## src/rtl/seq_det_sched_pkg.sv

```systemverilog
// Shared types for the sequence-detector scheduler: FSM state encoding and the
// match length of the external serial detector.
package seq_det_sched_pkg;

  typedef enum logic [2:0] {
    S_IDLE  = 3'd0,
    S_FLUSH = 3'd1,
    S_SHIFT = 3'd2,
    S_DRAIN = 3'd3,
    S_RESP  = 3'd4
  } state_t;

  localparam int DET_RUN_LEN = 4;

endpackage

```

## src/rtl/seq_det_sched_rr_arbiter.sv

```systemverilog
// Round-robin arbiter: one-hot grant starting the search at the pointer, pointer
// advances to winner+1 only on an accepted grant.
module rr_arbiter #(
  parameter int N_REQ = 4,
  localparam int PW = (N_REQ > 1) ? $clog2(N_REQ) : 1
) (
  input  logic             clk,
  input  logic             rst_n,
  input  logic             en,
  input  logic [N_REQ-1:0] req,
  input  logic             accept,
  output logic [N_REQ-1:0] grant,
  output logic [PW-1:0]    winner
);

  logic [PW-1:0] ptr;
  logic          found;
  int            k;

  always_comb begin
    grant  = '0;
    winner = '0;
    found  = 1'b0;
    k      = 0;
    for (int i = 0; i < N_REQ; i++) begin
      k = int'(ptr) + i;
      if (k >= N_REQ) k = k - N_REQ;
      if (en && !found && req[k]) begin
        found    = 1'b1;
        grant[k] = 1'b1;
        winner   = PW'(k);
      end
    end
  end

  always_ff @(posedge clk or negedge rst_n) begin
    if (!rst_n) begin
      ptr <= '0;
    end else if (accept) begin
      ptr <= (winner == PW'(N_REQ - 1)) ? '0 : winner + 1'b1;
    end
  end

endmodule

```

## src/rtl/seq_det_sched.sv

```systemverilog
// Time-shares one serial 4-ones detector among N_REQ requesters: flush, shift the
// word LSB first, count hits, and return {id, hits} on a valid/ready port.
module seq_det_sched
  import seq_det_sched_pkg::*;
#(
  parameter int N_REQ  = 4,
  parameter int WORD_W = 8,
  parameter int CNT_W  = 4,
  parameter int ID_W   = $clog2(N_REQ)
) (
  input  logic                    i_clk,
  input  logic                    i_rst_n,
  input  logic [N_REQ-1:0]        i_req_valid,
  input  logic [N_REQ*WORD_W-1:0] i_req_data,
  output logic [N_REQ-1:0]        o_req_ready,
  output logic                    o_x,
  input  logic                    i_y,
  output logic                    o_rsp_valid,
  input  logic                    i_rsp_ready,
  output logic [ID_W-1:0]         o_rsp_id,
  output logic [CNT_W-1:0]        o_rsp_hits,
  output logic                    o_busy
);

  localparam int IDX_W = $clog2(WORD_W);

  state_t             state, state_nxt;
  logic [WORD_W-1:0]  word;
  logic [IDX_W-1:0]   idx;
  logic [CNT_W-1:0]   hits;
  logic [ID_W-1:0]    id;
  logic [ID_W-1:0]    winner;
  logic [N_REQ-1:0]   grant;
  logic               idle, accept, last_bit, sample;

  function automatic logic [CNT_W-1:0] sat_inc(input logic [CNT_W-1:0] c);
    return (&c) ? c : c + 1'b1;
  endfunction

  assign idle = (state == S_IDLE);

  rr_arbiter #(.N_REQ(N_REQ)) u_arb (
    .clk    (i_clk),
    .rst_n  (i_rst_n),
    .en     (idle),
    .req    (i_req_valid),
    .accept (accept),
    .grant  (grant),
    .winner (winner)
  );

  assign accept   = |(i_req_valid & grant);
  assign last_bit = (idx == IDX_W'(WORD_W - 1));
  // The detector output is one cycle late, so SHIFT idx=0 still sees the flush bit.
  assign sample   = ((state == S_SHIFT) && (idx != '0)) || (state == S_DRAIN);

  always_comb begin
    state_nxt = state;
    case (state)
      S_IDLE:  if (accept) state_nxt = S_FLUSH;
      S_FLUSH: state_nxt = S_SHIFT;
      S_SHIFT: if (last_bit) state_nxt = S_DRAIN;
      S_DRAIN: state_nxt = S_RESP;
      S_RESP:  if (i_rsp_ready) state_nxt = S_IDLE;
      default: state_nxt = S_IDLE;
    endcase
  end

  always_ff @(posedge i_clk or negedge i_rst_n) begin
    if (!i_rst_n) begin
      state <= S_IDLE;
      idx   <= '0;
      hits  <= '0;
      id    <= '0;
    end else begin
      state <= state_nxt;
      if (accept) begin
        idx  <= '0;
        hits <= '0;
        id   <= winner;
      end else begin
        if (state == S_SHIFT) idx <= idx + 1'b1;
        if (sample && i_y) hits <= sat_inc(hits);
      end
    end
  end

  // Word register is pure datapath: loaded on accept, shifted right during SHIFT.
  always_ff @(posedge i_clk) begin
    if (accept) begin
      word <= i_req_data[int'(winner)*WORD_W +: WORD_W];
    end else if (state == S_SHIFT) begin
      word <= word >> 1;
    end
  end

  assign o_req_ready = grant;
  assign o_x         = (state == S_SHIFT) && word[0];
  assign o_rsp_valid = (state == S_RESP);
  assign o_rsp_id    = id;
  assign o_rsp_hits  = hits;
  assign o_busy      = !idle;

endmodule
```

## config.mk

```make
export PLATFORM = sky130hd
export DESIGN_NAME = seq_det_sched
export DESIGN_NICKNAME = d
export VERILOG_FILES = /design/src/rtl/seq_det_sched_pkg.sv /design/src/rtl/seq_det_sched_rr_arbiter.sv /design/src/rtl/seq_det_sched.sv
export SDC_FILE = /design/constraint.sdc
export NUM_CORES = 1
export LEC_CHECK = 0
export CAP_MARGIN = 10
export CORE_UTILIZATION = 45
export DETAILED_ROUTE_END_ITERATION = 6
export HOLD_SLACK_MARGIN = 0.06
export PLACE_DENSITY = 0.75
export SYNTH_ARGS = -nofsm -noshare
export SYNTH_HDL_FRONTEND = slang
export SYNTH_SLANG_ARGS = --single-unit
```

## constraint.sdc

```tcl
create_clock -name i_clk -period 3.95 [get_ports i_clk]
set_clock_uncertainty 0.1 [all_clocks]
set_input_delay 0.9875 -clock i_clk [delete_from_list [all_inputs] [get_ports i_clk]]
set_output_delay 0.9875 -clock i_clk [all_outputs]
set_load 0.01 [all_outputs]
```

==> impl_metrics.toml, run 1 <==
[route]
antenna_left = 0
drcViolationCount = 0
routed_wirelength_um = 4606
routed_via_density = 5.523
drt_iter0_drc = 134
vias = 1712
detail_route.first_pass.iterations = 4
routedWlPerCell_um = 14.86

[placed_design]
hpwl_after_detailed_placement_um = 3396
io_buffers = 52
gp_routability_congestion = 0.9130
post-place-cells = 298

[timing]
setup_violations = 0
min_period_ns = 3.890
slew_headroom = 0.5693
clock.fmax_ghz = 0.2570
fin_hold_ws_ns = 0.4113
hold_violations = 0
grt_setup_unrepaired = "no"
final_min_period_over_clock_period = 0.9849
slew_violations = 0
worstMarginPinSlew_ns = 0.6441
timing.setup.tns_ns = 0

[clock_tree]
clk_root_buffer_cell = "clkbuf_8"
clock-sinks = 22
clk_pin_slew_ns = 0.08
worst_skew_pair.late_latency_ns = 0.26
cts-root-to-sink-buffers = 2
clock_tree_from_tritoncts = "built"
cts_inserted_buffers = 3
h-tree-depth = 1
holdBufCountCts = 0

[global_routing]
first_global_vias = 1674
use_met3 = 0.03167
grt_total_ovfl = 0
groute.usage.overall = 0.2275
busiest_layer = "met2"
pin_count_of_the_biggest_net_entering_global_routing = 16
grt_util_met2 = 0.3542
met1_usage = 0.3240
grt_antenna_before_repair = 0
grt_pass1_wl_um = 7935

[synth]
synthFlopType = "dfrtp_1"
yosys.cell_types.count = 54
syn-instance-count = 178
post_synth_instance_area_um2 = 1957
synth.ff_latch_count = 22
postSynthNetCount = 230
synth.largest_area_cell = "dfrtp_1"
synth-edff-count = 8
yosys.area.top_type_share = 0.1790
synth_area_per_cell_um2 = 10.99
total_of_warnings_raised_by_yosys = 0
synth_async_sr_flop_share = 0.6364
synth.area.top_cells = "dfrtp_1 18%, edfxtp_1 12%, mux4_2 10%, ha_1 7.7%, mux2_4 6.1%"
ys_seq_area_frac = 0.3018

[floorplan]
die_width_um = 67.95
io_pins = 53
initial_utilization = 0.4789
core_region_area_um2 = 4086
die_area_um2 = 4617
row_count = 23
chipHeight_um = 67.95

[cells_and_area]
antenna-diode-count = 0
utilization_of_the_core_after_routing = 0.7055
stdcell_count = 310
flow.area_growth_from_synthesis_pct = 47.31
fraction_of_final_layout_cells_with_drive_strength_greater_than_1 = 0.3077
layout.nets = 313

[setup_path]
critical_path_class = "primary input to primary output"
critical_path.endpoint_type = "primary output"
startpoint_type = "primary input"
cp.required_ns = 2.86
critical_path_arrival_ns = 2.80
path_max_fanout = 4

[worst_hold_path]
worst_hold_path_type = "flip-flop to flip-flop"

[power]
ir_drop_mv = 0.3635
power.density_cell_area_nw_per_um2 = 772.9
power.static_leakage_uw = 0.001237
fin_total_pwr_uw = 2228

[run]
maxCapViolations = 0

[run_status]
run_status = "finished, final reports clean"
-- metrics by stage --
stage	area, µm²	setup WS [ns]
after floorplan	1957	0.3438
after global placement	2730	-0.5177
after detailed placement	2730	-0.5904
after CTS	2882	0.004859
after global routing	2883	0.0009692
final	2883	0.05950
-- report_power, final --
group	leakage [µW]	total, µW	internal [µW]	switching, µW
sequential	0.000259	456	381	74.9
clock	0.0000357	210	135	74.4
combinational	0.000942	1560	863	700
-- cell usage in the layout (no fill, tap or decap), types with 4 or more instances in the layout --
cell type,count
inv_1,6
nand2_1,9
mux4_2,10
nand3_1,4
buf_4,33
buf_6,4
a21oi_1,6
ha_1,12
nor2b_1,4
clkbuf_2,4
mux2i_1,7
nand3b_1,7
edfxtp_1,8
xnor2_1,4
mux2_4,8
dfrtp_1,14
nor2_1,15
clkdlybuf4s50_1,44
-- area by class of cell --
cell class	instances	area, µm²
Multi-Input combinational cell	135	1290
Fill cell	326	1204
Sequential cell	22	590.6
Clock inverter	1	30.03
Clock buffer	3	41.29
Timing Repair Buffer	92	842.1
Tap cell	50	62.56
Inverter	7	26.28
-- state kept, by name, indices dropped and copies added (netlist names) --
register / count
idx: 3
state: 3
word: 8
o_rsp_hits: 4
o_rsp_id: 2
u_arb.ptr: 2
-- logic make-up after synthesis --
logic type      after synthesis  share of synthesized area
xor+xnor                      6                    0.02685
compound gates               28                     0.1125
buf+inv                      21                    0.05818
mux                          28                     0.2315
simple gates                 61                     0.1924
flops                        22                     0.3018
fa+ha+maj                    12                    0.07672
-- Yosys cell counts, types with 3 or more instances --
library cell and n:
nor4b_1 4, clkbuf_1 5, mux4_2 9, a21oi_1 6
nand3_1 4, nor2_1 15, mux2i_1 7, edfxtp_1 8
nor2b_1 4, mux2_4 8, nand3b_1 7, buf_2 6
inv_1 6, and2_1 3, ha_1 12, dfrtp_1 14
xnor2_1 4, nand2_1 9, mux2_1 3
-- final timing paths --
path                                start             end  slack, ns  depth (start not counted)
min reg2reg                   o_rsp_id[0]     o_rsp_id[0]       0.41                          1
min                           o_rsp_id[0]     o_rsp_id[0]       0.41                          1
min in group asynchronous         i_rst_n     o_rsp_id[0]       1.02                          1
max reg2reg                  u_arb.ptr[0]         word[2]       0.61                         10
max in group asynchronous         i_rst_n    u_arb.ptr[0]       2.32                          1
max                        i_req_valid[1]  o_req_ready[3]       0.06                          7
-- critical path, stage by stage --
cell and delay [ns]:
dlygate4sd2_1 0.26, buf_6 0.13, mux4_2 0.52, nor4b_4 0.37, buf_4 0.17, a221o_1 0.14, clkdlybuf4s15_1 0.23
-- routing by layer --
| metal | routed length [µm] | share of wire | vias up |
|---|---|---|---|
| met5 | 0 | 0 | - |
| met4 | 41 | 0.0089 | 0 |
| met3 | 190 | 0.041 | 4 |
| met2 | 2279 | 0.49 | 59 |
| met1 | 2094 | 0.45 | 809 |
| li1 | - | - | 840 |
-- timing repair --
| action | CTS | global route |
|---|---|---|
| setup endpoints to repair | 4 | 4 |
| buffers inserted | 6 | 2 |
| gates resized for setup | 21 | 14 |
| pin swaps | 2 | 2 |
No activity file was read; power rests on OpenSTA's default activity.
==> run 2, diff against run 1 <==
--- a/config.mk
+++ b/config.mk
@@ -7,6 +7,7 @@
 export LEC_CHECK = 0
 export CAP_MARGIN = 10
 export CORE_UTILIZATION = 45
+export CTS_CLUSTER_SIZE = 40
 export DETAILED_ROUTE_END_ITERATION = 6
 export HOLD_SLACK_MARGIN = 0.06
 export PLACE_DENSITY = 0.75
==> results of run 2 <==
The final DEF is identical to that of run 1; final timing and power are the same.
